**config.mk**
```make
export PLATFORM = sky130hd
export DESIGN_NAME = mod_4051_horner_seq
export DESIGN_NICKNAME = d
export VERILOG_FILES = /design/src/rtl/mod4051_pkg.sv /design/src/rtl/mod_4051_step.sv /design/src/rtl/mod_4051_horner_seq.sv
export SDC_FILE = /design/constraint.sdc
export NUM_CORES = 1
export LEC_CHECK = 0
export ABC_AREA = 0
export CAP_MARGIN = 20
export CORE_MARGIN = 2
export CORE_UTILIZATION = 52
export DETAILED_ROUTE_END_ITERATION = 8
export PLACE_DENSITY = 0.87
export SLEW_MARGIN = 15
export SYNTH_ARGS = -nofsm -noshare
export SYNTH_HDL_FRONTEND = slang
export SYNTH_SLANG_ARGS = --single-unit
```
**constraint.sdc**
```tcl
create_clock -name i_clk -period 16.4 [get_ports i_clk]
set_input_delay 1.64 -clock i_clk [delete_from_list [all_inputs] [get_ports i_clk]]
set_output_delay 1.64 -clock i_clk [all_outputs]
set_load 0.01 [all_outputs]
```
**src/rtl/mod4051_pkg.sv**
```systemverilog
// Shared constants and FSM state type for the sequential mod-4051 Horner reducer.
package mod4051_pkg;

    localparam int unsigned W_IN    = 400;
    localparam int unsigned LIMB    = 12;
    localparam int unsigned MOD     = 4051;
    localparam int unsigned K_FOLD  = 45;
    localparam int unsigned N_LIMBS = (W_IN + LIMB - 1) / LIMB;
    localparam int unsigned SR_W    = N_LIMBS * LIMB;
    localparam int unsigned CNT_W   = 6;

    typedef enum logic [1:0] {
        StIdle = 2'd0,
        StRun  = 2'd1,
        StDone = 2'd2
    } state_e;

endpackage

```
**src/rtl/mod_4051_step.sv**
```systemverilog
// One Horner step: (acc*2^LIMB + limb) mod MOD, computed as acc*K_FOLD + limb then folded.
module mod_4051_step
    import mod4051_pkg::*;
(
    input  logic [LIMB:1] i_acc,
    input  logic [LIMB:1] i_limb,
    output logic [LIMB:1] o_acc_next
);

    localparam int unsigned T1_W = 18;
    localparam int unsigned T2_W = LIMB + 1;

    logic [T1_W:1] w_t1;
    logic [T2_W:1] w_t2;
    logic [T2_W:1] w_t3;

    // Each fold replaces the bits above LIMB by their weight times K_FOLD.
    assign w_t1 = T1_W'(i_acc) * T1_W'(K_FOLD) + T1_W'(i_limb);
    assign w_t2 = T2_W'(w_t1[LIMB:1]) + T2_W'(w_t1[T1_W:LIMB+1]) * T2_W'(K_FOLD);
    assign w_t3 = T2_W'(w_t2[LIMB:1]) + (w_t2[T2_W] ? T2_W'(K_FOLD) : '0);

    always_comb begin
        o_acc_next = w_t3[LIMB:1];
        if (w_t3 >= T2_W'(MOD)) begin
            o_acc_next = LIMB'(w_t3 - T2_W'(MOD));
        end
    end

endmodule

```
**src/rtl/mod_4051_horner_seq.sv**
```systemverilog
// Sequential mod-4051 reducer: walks a 400-bit operand MSB-first, one 12-bit limb per cycle.
module mod_4051_horner_seq
    import mod4051_pkg::*;
(
    input  logic          i_clk,
    input  logic          i_rst,
    input  logic          i_in_valid,
    output logic          o_in_ready,
    input  logic [W_IN:1] i_x,
    output logic          o_out_valid,
    input  logic          i_out_ready,
    output logic [LIMB:1] o_r,
    output logic          o_busy
);

    state_e           r_state;
    state_e           w_state_d;
    logic [SR_W:1]    r_sr;
    logic [SR_W:1]    w_sr_d;
    logic [LIMB:1]    r_acc;
    logic [LIMB:1]    w_acc_d;
    logic [CNT_W-1:0] r_cnt;
    logic [CNT_W-1:0] w_cnt_d;
    logic [LIMB:1]    w_acc_step;

    mod_4051_step u_step (
        .i_acc      (r_acc),
        .i_limb     (r_sr[SR_W:SR_W-LIMB+1]),
        .o_acc_next (w_acc_step)
    );

    always_comb begin
        w_state_d = r_state;
        w_sr_d    = r_sr;
        w_acc_d   = r_acc;
        w_cnt_d   = r_cnt;
        unique case (r_state)
            StIdle: begin
                if (i_in_valid) begin
                    // Top limb is zero-extended by the width cast.
                    w_sr_d    = SR_W'(i_x);
                    w_acc_d   = '0;
                    w_cnt_d   = CNT_W'(N_LIMBS - 1);
                    w_state_d = StRun;
                end
            end
            StRun: begin
                w_acc_d = w_acc_step;
                w_sr_d  = r_sr << LIMB;
                w_cnt_d = r_cnt - 1'b1;
                if (r_cnt == '0) begin
                    w_state_d = StDone;
                end
            end
            StDone: begin
                if (i_out_ready) begin
                    w_state_d = StIdle;
                end
            end
            default: w_state_d = StIdle;
        endcase
    end

    always_ff @(posedge i_clk) begin
        if (i_rst) begin
            r_state <= StIdle;
            r_sr    <= '0;
            r_acc   <= '0;
            r_cnt   <= '0;
        end else begin
            r_state <= w_state_d;
            r_sr    <= w_sr_d;
            r_acc   <= w_acc_d;
            r_cnt   <= w_cnt_d;
        end
    end

    assign o_in_ready  = (r_state == StIdle);
    assign o_out_valid = (r_state == StDone);
    assign o_busy      = (r_state != StIdle);
    assign o_r         = r_acc;

endmodule

```
== Word level (Yosys, flattened, before mapping) ==
Cells that the tools add are included.
Word-level totals
  register bits: 428
  bits of input ports: 404
  output and inout port bits: 15
  word-level logic and storage cells: 35
Operators by class
  add/subtract/negate cells: 5
  multipliers: 2
  $lt $le $gt $ge: 1
  equality and inequality tests: 5
  multiplexer cells: 12
  reductions and logical operators: 6
Operator list (count)
  408-bit case mux with 2 select lines: 1
  408-bit two-way mux: 1
  12-bit two-way mux: 2
  12-bit case mux with 2 select lines: 1
  18-bit by 12-bit adder with 18-bit output: 1
  12-bit by 6-bit multiplier with 18-bit output (second input constant): 1
  12-bit by 12-bit adder with 13-bit output: 1
  12-bit by 6-bit adder with 13-bit output: 1
  13-bit by 12-bit >= comparator with 1-bit output (second input constant): 1
  6-bit by 6-bit multiplier with 12-bit output (second input constant): 1
  6-bit two-way mux: 2
  6-bit case mux with 2 select lines: 1
  12-bit subtractor (second input constant): 1
  6-bit logical NOT: 1
  2-bit two-way mux: 3
  2-bit case mux with 3 select lines: 1
  6-bit by 1-bit subtractor with 6-bit output (second input constant): 1
  2-bit != test (second input constant): 2
  2-bit nonzero test: 2
  3-bit AND reduction: 1
  2-bit by 1-bit equality test with 1-bit output (second input constant): 1
  2-bit equality test (second input constant): 1
  2-bit logical NOT: 1
  2-bit by 1-bit != test with 1-bit output (second input constant): 1
  2-bit AND reduction: 1

== Depth between registers and ports, before layout ==
  depth in word-level cells: 9
  gate-level depth with buffers: 44
  mapped depth without buffers: 42

== By module ==
Synthesis repeated with hierarchy kept, for this count alone.
Unflattened totals
  cell total of the unflattened synthesis: 3197
  area, all modules: 25231.7 µm²
Modules (own cells, without submodules)
  mod_4051_horner_seq: instances 1, cells an instance 2742, area each 21500.6 µm², seq. area each 8568.2 µm²
  mod_4051_step: instances 1, cells an instance 455, area each 3731.1 µm², seq. area each 0.0 µm²

== Worst setup path after synthesis ==
OpenSTA, ideal clock, no wires.
  kind: flip-flop to flip-flop
  start: reg r_acc (netlist bit o_r[5])
  end: reg r_acc (netlist bit o_r[11])
  library setup time: 0.117 ns
  arrival time: 9.612 ns
  slack: 6.671 ns
  cell stages (with the launch flop): 43
  cells stage by stage: dfxtp_1 -> ha_1 -> ha_1 -> inv_1 -> fa_1 -> inv_1 -> fa_1 -> ha_1 -> o21ai_0 -> nand2b_1 -> a21o_1 -> a21o_1 -> a21o_1 -> a311oi_1 -> nor3_1 -> or4_1 -> nand3_1 -> ha_1 -> [7 not listed] -> o2111ai_1 -> nor2_1 -> a221oi_4 -> xor2_4 -> inv_2 -> and2_1 -> ha_1 -> nand2_1 -> nor2_1 -> or3b_1 -> a2bb2o_1 -> nor2_1 -> a2111oi_0 -> a31oi_1 -> a2111oi_4 -> buf_6 -> nand2_4 -> a32o_1
On the way
  longest elaborated chain between the ends: 9
  elaborated cells on any way between the ends: 10
  those cells by class: 4 x add/sub; 2 x mul; 1 x order compare; 3 x mux
RTL lines
  start: declaration: RTL line mod_4051_horner_seq.sv:20  | logic [LIMB:1] r_acc;
  start signal: assignment: RTL line mod_4051_horner_seq.sv:73  | r_acc <= w_acc_d;
  12-bit by 6-bit multiplier with 18-bit output (*): RTL line mod_4051_step.sv:18  | assign w_t1 = T1_W'(i_acc) * T1_W'(K_FOLD) + T1_W'(i_limb);
  18-bit by 12-bit adder with 18-bit output (*): RTL line mod_4051_step.sv:18
  6-bit by 6-bit multiplier with 12-bit output: RTL line mod_4051_step.sv:19  | assign w_t2 = T2_W'(w_t1[LIMB:1]) + T2_W'(w_t1[T1_W:LIMB+1]) * T2_W'(K_FOLD);
  12-bit by 12-bit adder with 13-bit output (*): RTL line mod_4051_step.sv:19
  6-bit two-way mux: RTL line mod_4051_step.sv:20  | assign w_t3 = T2_W'(w_t2[LIMB:1]) + (w_t2[T2_W] ? T2_W'(K_FOLD) : '0);
  12-bit by 6-bit adder with 13-bit output (*): RTL line mod_4051_step.sv:20
  12-bit subtractor / 13-bit by 12-bit >= comparator with 1-bit output (equally long branches): RTL line mod_4051_step.sv:25, mod_4051_step.sv:24
  12-bit two-way mux (*): RTL line mod_4051_step.sv:24  | if (w_t3 >= T2_W'(MOD)) begin
  12-bit case mux with 2 select lines (*): RTL line mod_4051_horner_seq.sv:37  | unique case (r_state)
Every way passes the cells marked *; elsewhere a longest branch is shown, timed or not.
A chain may end at the register's enable or synchronous reset.

== Worst setup path in the final report ==
  start: reg r_acc (netlist bit o_r[3])
  end: reg r_acc (netlist bit o_r[8])
The elaborated chain is that of the path after synthesis.

==> metrics <==
RSZ-0062 raised after global routing no; final-report setup violation count 0; via count 24390; Core ar. 0.04755 sq mm; CP peak stage delay 0.78 ns; number of gates resized after CTS 0; top_reg_cell synth dfxtp_1; Post-Route WL 73470 microns; Overflow after GRT 0; Ys Warns 0; Synth Instances 3652; slowest CP cell a2111oi_4; port bufs 418; Die Span Y 223.2 microns; EDFF count, synth 0; vias per cell 5.375; min cycle time layout 11.02 ns; DPL Wire Length 48490 microns; CTS Buffer Depth 3; Root Buffer clkbuf_16; Hold/Removal Path Class flop to flop; first-pass GRT wire length 115400 microns; CTS Sinks 428; Max Freq 90.74 MHz; Final Max Slew Viols 0; asr flop ratio synth 0%; TritonCTS Buffers 49; post-CTS setup buffer count 0; Cell variety after synth 71; critical path capture point type flop; status finished clean; Seq/Total Area, Yosys 34.30%; CP Class flop to flop; Slew @ Worst Pin 1.357 ns; worst skew pair latency 0.58 ns; Core Rows 80; final net count 4384; max-cap violation count 0; setup ws final 5.379 ns; CTS tree done; synth-to-layout area growth 23.31%; P per Cell Area 171.5 mW/mm^2; # H-tree levels 2; Avg WL per Cell 16.19 microns; maximum resistive drop on vdd 0.0001976 V; Req. time, crit path 16.87 ns; Fin. Hold Viols 0; worst-path fanout max 12; Most common cell on crit path ha_1; full die area 0.04980 sq mm; Starting Density 52.53%; Fin Clk Skew 0.02048 ns; Mapped Area 0.02498 sq mm; crit start category flop; fin cells 4537; total I/O pin count 419; placed insts 4423; DRC viols 0; number of DRC markers in iteration 0 2260; Post-Syn Area per Cell 6.839 sq um; fin crit share 67.20%; final hold slack 0.4892 ns; hold_buf cts 0; clk slew on worst S/H paths 0.06 ns; Slew headroom 9.508%; most common cell after layout, fill and taps aside nor2_1; dpl ws 5.479 ns; largest net degree at the start of global routing 317; layout cells sized above 1 2.928%; post-layout util 64.78%; syn nets 4176; total track usage 28.21%; first-pass iteration count of the detailed router 6; chip width 223.2 microns; setup tns final 0 ns; initial antenna violation count 37; vias in the first global route 22250; Crit path arrival time 11.49 ns; most frequent cells in the layout 1231 x nor2_1, 426 x dfxtp_1, 419 x a21oi_1; Routed Antenna Nets 0; leakage 13.59 nW; GP Congestion 0.9174; Yosys reg bits 428
[cell families (layout without fill, tap and decap cells)]
kind of cell / after synthesis / count (layout) / synth area share (%)
buf+inv: 385 / 627 / 5.841
fa+ha+maj: 120 / 120 / 7.033
xor+xnor: 40 / 40 / 1.533
flops: 428 / 428 / 34.30
simple gates: 2134 / 2134 / 38.81
other cells: 0 / 28 / 0
compound gates: 539 / 539 / 12.24
mux: 6 / 6 / 0.2405
[flip-flops by register name (all words and copies together), names as in the netlist]
signal	count
o_r	12
r_state	2
r_sr	408
r_cnt	6
[critical path, delay by kind of cell, from the launching register on]
family,cells,cell delay [ns]
xor gates and xnor gates,1,0.29
adders and majority gates,11,4.07
buffers and inverters,5,0.30
AOI/OAI and AO/OA,12,3.68
DFF,1,0.43
and+or+nand+nor,11,2.12
[cell usage after synthesis (all sizes together) (3+ instances only)]
cell type	number	share of area (%)
a21oi	419	8.4
xnor2	20	0.70
o21ai	18	0.38
a2111oi	5	0.25
ha	86	4.3
o21a	4	0.12
nor4	3	0.075
and2	5	0.13
a211oi	5	0.19
o211ai	6	0.18
o2bb2ai	3	0.11
nand2	30	0.48
nor2	1232	19
mux2i	6	0.24
nand4	3	0.075
dfxtp	428	34
buf	21	0.37
or2	4	0.10
a31oi	5	0.13
fa	34	2.7
nand2b	11	0.28
nand3b	4	0.12
xor2	19	0.74
inv	105	1.6
or3	8	0.20
a311oi	3	0.11
and3	8	0.20
a32o	4	0.16
a21o	17	0.51
a22oi	22	0.66
nand3	16	0.32
a22o	4	0.14
nor2b	399	10
clkbuf	259	3.9
nor3	403	8.1
[final timing paths]
| check | startpoint | endpoint | slack (ns) | cells past startpoint |
|---|---|---|---|---|
| max | o_r[3]$_SDFFE_PP0P_ | o_r[8]$_SDFFE_PP0P_ | 5.38 | 40 |
| min | r_sr[286]$_SDFFE_PP0P_ | r_sr[286]$_SDFFE_PP0P_ | 0.49 | 2 |
| max reg2reg | o_r[3]$_SDFFE_PP0P_ | o_r[8]$_SDFFE_PP0P_ | 5.38 | 40 |
| min reg2reg | r_sr[286]$_SDFFE_PP0P_ | r_sr[286]$_SDFFE_PP0P_ | 0.49 | 2 |
[through the flow]
step	total power, mW	cell area, sq um
global placement	4.123	29050
global route	5.678	30800
CTS	5.273	30700
finish	5.283	30800
floorplan	3.398	24980
detailed placement	4.117	29050
[power breakdown]
| group | switching, mW | internal [mW] |
|---|---|---|
| logic | 1.75 | 1.10 |
| registers | 0.0968 | 1.20 |
| clock network | 0.451 | 0.686 |
| total | 2.30 | 2.98 |
[final cells by class]
class | count | area [sq um]
Tap cell | 615 | 769.5
Inverter | 105 | 394.1
Multi-Input combinational cell | 2839 | 14960
Clock inverter | 12 | 202.7
Timing Repair Buffer | 437 | 4382
Fill cell | 4227 | 16750
Antenna cell | 28 | 70.07
Clock buffer | 73 | 1448
Sequential cell | 428 | 8576
[routing by layer]
layer  vias to the layer above  share of wire, %  wire [microns]  global-route usage (%)
li1                      12340                 -               -                       -
met1                     11210                44           32200                   37.36
met2                       655                46           34060                   44.29
met3                       163               5.9            4317                   5.321
met4                        18               3.8            2773                   13.70
met5                         -              0.16             118                       0
No activity file was read; power rests on OpenSTA's default activity.
